`src/rtl/mc_pkg.sv`:
```
// Shared encodings for the multi-cycle MIPS-subset controller:
// states, opcode/func fields, ALU operations and datapath select codes.
package mc_pkg;

    typedef enum logic [2:0] {
        S_IF  = 3'd0,
        S_ID  = 3'd1,
        S_EXE = 3'd2,
        S_MEM = 3'd3,
        S_WB  = 3'd4
    } state_t;

    localparam logic [5:0] OP_RTYPE = 6'b000000;
    localparam logic [5:0] OP_ADDI  = 6'b001000;
    localparam logic [5:0] OP_ANDI  = 6'b001100;
    localparam logic [5:0] OP_ORI   = 6'b001101;
    localparam logic [5:0] OP_XORI  = 6'b001110;
    localparam logic [5:0] OP_LUI   = 6'b001111;
    localparam logic [5:0] OP_LW    = 6'b100011;
    localparam logic [5:0] OP_SW    = 6'b101011;
    localparam logic [5:0] OP_BEQ   = 6'b000100;
    localparam logic [5:0] OP_BNE   = 6'b000101;
    localparam logic [5:0] OP_J     = 6'b000010;
    localparam logic [5:0] OP_JAL   = 6'b000011;

    localparam logic [5:0] FN_ADD = 6'b100000;
    localparam logic [5:0] FN_SUB = 6'b100010;
    localparam logic [5:0] FN_AND = 6'b100100;
    localparam logic [5:0] FN_OR  = 6'b100101;
    localparam logic [5:0] FN_XOR = 6'b100110;
    localparam logic [5:0] FN_SLL = 6'b000000;
    localparam logic [5:0] FN_SRL = 6'b000010;
    localparam logic [5:0] FN_SRA = 6'b000011;
    localparam logic [5:0] FN_JR  = 6'b001000;

    localparam logic [3:0] ALU_ADD = 4'b0000;
    localparam logic [3:0] ALU_SUB = 4'b0100;
    localparam logic [3:0] ALU_AND = 4'b0001;
    localparam logic [3:0] ALU_OR  = 4'b0101;
    localparam logic [3:0] ALU_XOR = 4'b0010;
    localparam logic [3:0] ALU_LUI = 4'b0110;
    localparam logic [3:0] ALU_SLL = 4'b0011;
    localparam logic [3:0] ALU_SRL = 4'b0111;
    localparam logic [3:0] ALU_SRA = 4'b1111;

    localparam logic [1:0] SRCB_RT     = 2'b00;
    localparam logic [1:0] SRCB_FOUR   = 2'b01;
    localparam logic [1:0] SRCB_IMM    = 2'b10;
    localparam logic [1:0] SRCB_BRANCH = 2'b11;

    localparam logic [1:0] PC_ALU    = 2'b00;
    localparam logic [1:0] PC_ALUOUT = 2'b01;
    localparam logic [1:0] PC_RS     = 2'b10;
    localparam logic [1:0] PC_JUMP   = 2'b11;

    // Exactly one flag is set for any op/func pair.
    typedef struct packed {
        logic r_alu;
        logic r_shift;
        logic jr;
        logic addi;
        logic andi;
        logic ori;
        logic xori;
        logic lui;
        logic lw;
        logic sw;
        logic beq;
        logic bne;
        logic j;
        logic jal;
        logic illegal;
    } iclass_t;

endpackage

```
`src/rtl/mc_decode.sv`:
```
// Instruction decoder: op/func to one-hot instruction class plus the
// ALU operation used by R-type arithmetic and shift instructions.
module mc_decode
    import mc_pkg::*;
(
    input  logic [5:0] op,
    input  logic [5:0] func,
    output iclass_t    cls,
    output logic [3:0] raluc
);

    always_comb begin
        // NOTE: every output gets a default first so no path leaves it unassigned (no latch).
        cls   = '0;
        raluc = ALU_ADD;
        case (op)
            OP_RTYPE: begin
                case (func)
                    FN_ADD: begin cls.r_alu   = 1'b1; raluc = ALU_ADD; end
                    FN_SUB: begin cls.r_alu   = 1'b1; raluc = ALU_SUB; end
                    FN_AND: begin cls.r_alu   = 1'b1; raluc = ALU_AND; end
                    FN_OR:  begin cls.r_alu   = 1'b1; raluc = ALU_OR;  end
                    FN_XOR: begin cls.r_alu   = 1'b1; raluc = ALU_XOR; end
                    FN_SLL: begin cls.r_shift = 1'b1; raluc = ALU_SLL; end
                    FN_SRL: begin cls.r_shift = 1'b1; raluc = ALU_SRL; end
                    FN_SRA: begin cls.r_shift = 1'b1; raluc = ALU_SRA; end
                    FN_JR:  cls.jr = 1'b1;
                    default: cls.illegal = 1'b1;
                endcase
            end
            OP_ADDI: cls.addi    = 1'b1;
            OP_ANDI: cls.andi    = 1'b1;
            OP_ORI:  cls.ori     = 1'b1;
            OP_XORI: cls.xori    = 1'b1;
            OP_LUI:  cls.lui     = 1'b1;
            OP_LW:   cls.lw      = 1'b1;
            OP_SW:   cls.sw      = 1'b1;
            OP_BEQ:  cls.beq     = 1'b1;
            OP_BNE:  cls.bne     = 1'b1;
            OP_J:    cls.j       = 1'b1;
            OP_JAL:  cls.jal     = 1'b1;
            default: cls.illegal = 1'b1;
        endcase
    end

endmodule

```
`src/rtl/mc_control_unit.sv`:
```
// Multi-cycle control FSM: registered state, combinational datapath controls.
// Write enables are suppressed while reset is held so an abandoned instruction has no side effects.
module mc_control_unit
    import mc_pkg::*;
(
    input  logic       clock,
    input  logic       reset,
    input  logic [5:0] op,
    input  logic [5:0] func,
    input  logic       z,
    output logic       wpc,
    output logic       wir,
    output logic       wmem,
    output logic       wreg,
    output logic       iord,
    output logic       regrt,
    output logic       m2reg,
    output logic       jal,
    output logic [3:0] aluc,
    output logic       shift,
    output logic       alusrca,
    output logic [1:0] alusrcb,
    output logic       sext,
    output logic [1:0] pcsource,
    output logic       illegal,
    output logic [2:0] state
);

    state_t     cur;
    iclass_t    cls;
    logic [3:0] raluc;
    logic       pc_we, ir_we, mem_we, reg_we;

    mc_decode u_decode (
        .op    (op),
        .func  (func),
        .cls   (cls),
        .raluc (raluc)
    );

    // NOTE: sequential state uses non-blocking assignments only.
    always_ff @(posedge clock) begin
        if (reset) begin
            cur <= S_IF;
        end else begin
            case (cur)
                S_IF:  cur <= S_ID;
                S_ID:  cur <= (cls.j | cls.jal | cls.jr | cls.illegal) ? S_IF : S_EXE;
                S_EXE: begin
                    if (cls.lw | cls.sw)        cur <= S_MEM;
                    else if (cls.beq | cls.bne) cur <= S_IF;
                    else                        cur <= S_WB;
                end
                S_MEM: cur <= cls.lw ? S_WB : S_IF;
                default: cur <= S_IF;
            endcase
        end
    end

    always_comb begin
        pc_we    = 1'b0;
        ir_we    = 1'b0;
        mem_we   = 1'b0;
        reg_we   = 1'b0;
        iord     = 1'b0;
        regrt    = 1'b0;
        m2reg    = 1'b0;
        jal      = 1'b0;
        aluc     = ALU_ADD;
        shift    = 1'b0;
        alusrca  = 1'b0;
        alusrcb  = SRCB_RT;
        sext     = 1'b0;
        pcsource = PC_ALU;
        illegal  = 1'b0;
        case (cur)
            S_IF: begin
                ir_we   = 1'b1;
                pc_we   = 1'b1;
                alusrcb = SRCB_FOUR;
            end
            S_ID: begin
                // ALU computes the branch target here whatever the instruction.
                alusrcb = SRCB_BRANCH;
                if (cls.j | cls.jal) begin
                    pc_we    = 1'b1;
                    pcsource = PC_JUMP;
                end
                if (cls.jal) begin
                    reg_we = 1'b1;
                    jal    = 1'b1;
                end
                if (cls.jr) begin
                    pc_we    = 1'b1;
                    pcsource = PC_RS;
                end
                illegal = cls.illegal;
            end
            S_EXE: begin
                alusrca = 1'b1;
                if (cls.r_alu | cls.r_shift) begin
                    aluc  = raluc;
                    shift = cls.r_shift;
                end else if (cls.beq | cls.bne) begin
                    aluc = ALU_SUB;
                    if (cls.beq ? z : ~z) begin
                        pc_we    = 1'b1;
                        pcsource = PC_ALUOUT;
                    end
                end else begin
                    alusrcb = SRCB_IMM;
                    sext    = cls.addi | cls.lw | cls.sw;
                    if (cls.andi)      aluc = ALU_AND;
                    else if (cls.ori)  aluc = ALU_OR;
                    else if (cls.xori) aluc = ALU_XOR;
                    else if (cls.lui)  aluc = ALU_LUI;
                    else               aluc = ALU_ADD;
                end
            end
            S_MEM: begin
                iord   = 1'b1;
                mem_we = cls.sw;
            end
            S_WB: begin
                reg_we = 1'b1;
                regrt  = cls.addi | cls.andi | cls.ori | cls.xori | cls.lui | cls.lw;
                m2reg  = cls.lw;
            end
            default: ;
        endcase
    end

    assign wpc   = pc_we  & ~reset;
    assign wir   = ir_we  & ~reset;
    assign wmem  = mem_we & ~reset;
    assign wreg  = reg_we & ~reset;
    assign state = cur;

endmodule
```
`config.mk`:
```
export PLATFORM = sky130hd
export DESIGN_NAME = mc_control_unit
export DESIGN_NICKNAME = d
export VERILOG_FILES = /design/src/rtl/mc_pkg.sv /design/src/rtl/mc_decode.sv /design/src/rtl/mc_control_unit.sv
export SDC_FILE = /design/constraint.sdc
export NUM_CORES = 1
export LEC_CHECK = 0
export CAP_MARGIN = 20
export CORE_MARGIN = 10
export CORE_UTILIZATION = 40
export DETAILED_ROUTE_END_ITERATION = 7
export PLACE_DENSITY_LB_ADDON = 0.15
export SYNTH_ARGS = -nofsm -noshare
export SYNTH_HDL_FRONTEND = slang
export SYNTH_SLANG_ARGS = --single-unit
export TNS_END_PERCENT = 20
```
`constraint.sdc`:
```
create_clock -name clock -period 4.5 [get_ports clock]
set_input_delay 0.675 -clock clock [delete_from_list [all_inputs] [get_ports clock]]
set_output_delay 0.675 -clock clock [all_outputs]
set_load 0.005 [all_outputs]
```
# Word level (Yosys, flattened, before mapping)
# Cells that the tools add are included.
# Widths: inputs -> output; s select.
dict set report totals {
  reg_bits 3
  out_inout_bits 23
}
dict set report classes {
  eq_ne 23
  muxes 62
  n_bitwise 19
  n_reduce_logical 7
}
# op n
set ops {}
lappend ops {{$eq 6x6->1 const B} 7}
lappend ops {{$mux 1} 38}
lappend ops {{$eq 6x4->1 const B} 6}
lappend ops {{$pmux 4 s7} 1}
lappend ops {{$mux 3} 9}
lappend ops {{$eq 6x2->1 const B} 4}
lappend ops {{$or 1x1->1} 13}
lappend ops {{$eq 6x3->1 const B} 2}
lappend ops {{$logic_not 6->1} 2}
lappend ops {{$mux 4} 3}
lappend ops {{$pmux 3 s4} 1}
lappend ops {{$reduce_or 11->1} 1}
lappend ops {{$mux 2} 5}
lappend ops {{$reduce_or 9->1} 1}
lappend ops {{$eq 3x2->1 const B} 2}
lappend ops {{$pmux 2 s3} 1}
lappend ops {{$reduce_or 5->1} 1}
lappend ops {{$and 1x1->1} 4}
lappend ops {{$pmux 1 s2} 2}
lappend ops {{$pmux 2 s2} 1}
lappend ops {{$eq 3x1->1 const B} 1}
lappend ops {{$eq 3x3->1 const B} 1}
lappend ops {{$logic_not 3->1} 1}
lappend ops {{$pmux 1 s3} 1}
lappend ops {{other kinds (2)} 3}

# Longest topological paths before layout
dict set report logic_depth {
  depth_word 9
  ltp_mapped 6
  depth_no_buf 5
}

# Modules after synthesis
# From an unflattened synthesis, not the netlist that was laid out.
dict set report hier_totals {
  cells_unflattened 118
  hier_area_um2 755.7
}
# module instances cells_per_inst area_each_um2
set by_module_without_submodules {}
lappend by_module_without_submodules {mc_control_unit 1 64 414.1}
lappend by_module_without_submodules {mc_decode 1 54 341.6}

# Worst setup path after synthesis
# OpenSTA, ideal clock, no wires.
dict set report synth_timing {
  kind {input port to output port}
  startpoint {input op[3]}
  endpoint {output illegal}
  t_arrival_ns 1.850
  slack_ns 1.975
  stages 4
  path_buffers 0
  cell_sequence {or4_4 -> a2111o_1 -> o2111ai_2 -> and2_1}
}
dict set report synth_between {
  elab_chain_cells 4
  word_cells_on_any_way 15
}
# item line
set synth_lines {}
lappend synth_lines {{start: declaration} mc_control_unit.sv:8} ;# input logic [5:0] op,
lappend synth_lines {{$eq 6x4->1, or another cell as far along} mc_decode.sv:16} ;# case (op)
lappend synth_lines {{$reduce_or 11->1 (no source line)} -}
lappend synth_lines {{$pmux 1 s2 (*)} mc_decode.sv:16}
lappend synth_lines {{$mux 1 (*)} mc_control_unit.sv:76} ;# case (cur)
lappend synth_lines {{end: declaration} mc_control_unit.sv:25} ;# output logic illegal,
# Mark *: on every way between the ends. The rest lies on a longest branch, timed or not.

# Final worst setup path
dict set report layout_timing {
  startpoint {input op[3]}
  endpoint {output aluc[2]}
}
dict set report layout_between {
  elab_chain_cells 9
  word_cells_on_any_way 24
}
# item line
set layout_lines {}
lappend layout_lines {{$eq 6x4->1} mc_decode.sv:16}
lappend layout_lines {{$mux 1} mc_decode.sv:16}
lappend layout_lines {{$mux 3} mc_control_unit.sv:116} ;# else if (cls.lui) aluc = ALU_LUI;
lappend layout_lines {{$mux 3} mc_control_unit.sv:115} ;# else if (cls.xori) aluc = ALU_XOR;
lappend layout_lines {{$mux 3} mc_control_unit.sv:114} ;# else if (cls.ori) aluc = ALU_OR;
lappend layout_lines {{$mux 3} mc_control_unit.sv:113} ;# if (cls.andi) aluc = ALU_AND;
lappend layout_lines {{$mux 3} mc_control_unit.sv:104} ;# end else if (cls.beq | cls.bne) begin
lappend layout_lines {{$mux 4 (*)} mc_control_unit.sv:101} ;# if (cls.r_alu | cls.r_shift) begin
lappend layout_lines {{$mux 4 (*)} mc_control_unit.sv:76}
lappend layout_lines {{end: declaration} mc_control_unit.sv:19} ;# output logic [3:0] aluc,
# Marks and branches as above.

==> impl_metrics.csv <==
group,metric,value,unit
global_routing,grt_antenna_before_repair,0,
timing,hold_slack,586.7,ps
yosys,synth_nets,118,
cts,cts.path.max_buffers,2,
critical_path,endpoint_kind,"output port",
yosys,yosysMostFrequentCell,"nor2_1",
place,placed_area,1018,sq um
timing,slew_headroom,0.6256,
yosys,synth_cell_types,38,
timing,fin_crit,3783,ps
yosys,synthArstFlopShare,0,
routing,vias,913,
power_and_ir_drop,pwr-share-seq,0.214,
power_and_ir_drop,p_leak,0.3417,nW
global_routing,grtUsageMet3,0.04802,
place,dp.cells,150,
cts,cts-root-buf,"clkbuf_4",
global_routing,grt_max_degree,14,
yosys,yosysWarningCount,0,
yosys,syn_inst,103,
power_and_ir_drop,comb_power_share,0.450,
global_routing,use_met2,0.2206,
timing,setup_violations,0,
critical_path,cp.arrival,3110,ps
job,drv_cap,0,
power_and_ir_drop,peakVddDrop,0.00009640,V
global_routing,grt_pass1_wl,3988,um
yosys,ys_ff_latch,3,
cts,htreeDepth,1,
cts,cts_sinks,3,
yosys,synth_ff_type,"dfxtp_1",
timing,fin_skew,0.7737,ps
power_and_ir_drop,p_clk_frac,0.336,
floorplanning,die_h,60.37,um
timing,worstMarginPinSlew,553.8,ps
floorplanning,core_area,1524,sq um
critical_path,worstPathRequired,3830,ps
yosys,synth.largest_area_cell,"dfxtp_1",
power_and_ir_drop,power.density,136.0,nW/um^2
routing,routed_wl,2422,um
routing,avgRoutedWirePerCell,15.73,um
floorplanning,rows,14,
finish,largest_reg_flops,3,
yosys,avgSynthCellArea,6.329,sq um
routing,viasPerCell,5.929,
global_routing,grt_use_total,0.1314,
cts,cts_inserted_buffers,3,
yosys,syn_area,651.9,sq um
timing,fin_ws,717.1,ps
finish,layout.nets,154,
finish,final_core_util,0.6856,
routing,remaining_drc_errors,0,
floorplanning,die-width,60.37,um
min_path,min_path_type,"reg2reg",
cts,clk_pin_slew,40,ps
finish,nFillCells,134,
cts,hold_buffers,0,
yosys,netlist.area_leader.share,0.09213,
routing,drtIter0Drc,33,
power_and_ir_drop,switching_share,0.3357,
routing,dr.pass1.iters,4,
global_routing,top_usage_layer,"met2",
global_routing,grt_use_met1,0.1545,
timing,slew_violations,0,
finish,syn2layout_area_growth,60.27,%
cts,tritoncts,"built",
place,place_ws,735.6,ps
finish,fin_area,1045,sq um
critical_path,cp-start-kind,"primary input",
timing,hold_viol_final,0,
power_and_ir_drop,p_total,142.1,uW
cts,clock_latency,230,ps
yosys,synth-seq-area-share,0.09213,
place,dp_hpwl,1887,um
global_routing,grt_pass1_vias,868,
timing,finalSetupTns,0,ps
place,place_congestion,0.8768,
routing,ant_nets,0,
floorplanning,initial_core_util,0.4278,
timing,fin_crit_sh,0.8406,
critical_path,path_class,"in2out",
outcome,status,"complete, no violations",
yosys,synth-edff-count,0,
cts,cts_resized,0,
floorplanning,ioPinCount,38,
power_and_ir_drop,p_int,94.42,uW
power_and_ir_drop,power.switching,47.71,uW
floorplanning,die_area,3645,sq um
yosys,yosys-top-cells-count,"nor2_1 (12), nand2_1 (8), nor2b_1 (7), nor3_1 (7), a21oi_1 (6)",
cts,post_cts_buffers,0,
critical_path,critPathMaxFanout,13,
finish,n_antenna_cell,0,
finish,drive_above_1_share,0.07971,
place,port_buffers,37,
finish,fin_cells,154,
global_routing,gr-total-overflow,0,
yosys,synth_area_leaders,"dfxtp_1 (9.2%), nor2_1 (6.9%), nor2b_1 (6.7%)",
timing,rsz0062_at_grt,"no",
timing,max_freq,264.3,MHz
-- power by group through the flow --
stage | sequential [mW] | combinational [mW] | clock, mW
2_1_floorplan | 0.0299 | 0.0312 | 0
3_3_place_gp | 0.0307 | 0.0628 | 0
3_5_place_dp | 0.0306 | 0.0633 | 0
4_1_cts | 0.0303 | 0.0639 | 0.0483
5_1_grt | 0.0306 | 0.0707 | 0.0499
6_report | 0.0304 | 0.0639 | 0.0478
-- worst paths after layout --
| kind | cells past startpoint | start | end | slack, ps |
|---|---|---|---|---|
| min reg2reg | 1 | state[0] | state[0] | 590 |
| min | 1 | state[0] | state[0] | 590 |
| max | 6 | op[3] | aluc[2] | 720 |
| max reg2reg | 4 | state[0] | state[2] | 3060 |
-- cell type report --
cell class                      count  area (sq um)  area share
Multi-Input combinational cell     90         553.0      0.5293
Timing Repair Buffer               37         370.4      0.3545
Sequential cell                     3         60.06     0.05749
Clock buffer                        4         26.28     0.02515
Tap cell                           16         20.02     0.01916
Inverter                            4         15.01     0.01437
-- kinds of logic after synthesis --
group,synth area share
AO/OA/AOI/OAI,0.2879
XOR/XNOR,0.01344
buffers and inverters,0.05949
flip-flops,0.09213
multiplexers,0.01536
AND/OR/NAND/NOR,0.5317
-- per-layer routing --
layer  vias to the layer above  routed length (um)
met3                         4                 294
met5                         -                   0
met4                         0                  20
met1                       408                 977
li1                        457                   -
met2                        44                1130
-- worst max-delay path, stage by stage --
cell and delay, ps:
clkdlybuf4s50_1 610, or4_4 660, nor3_2 280, nand4_1 130
a31oi_1 220, clkdlybuf4s50_1 530
-- placed cells by master (no fill, tap or decap), drive strengths merged, types with 2 or more instances in the layout --
cell and count:
nor3 8, o21ai 2, a21oi 6, dfxtp 3
nand4 5, nand3 5, or2 3, nor2b 7
or3 2, a31oi 2, o22ai 2, o211ai 2
clkbuf 4, nand2 8, and2 2, nand2b 5
nor4b 2, inv 4, nor2 12, clkdlybuf4s50 37
(Power assumes the default switching activity.)
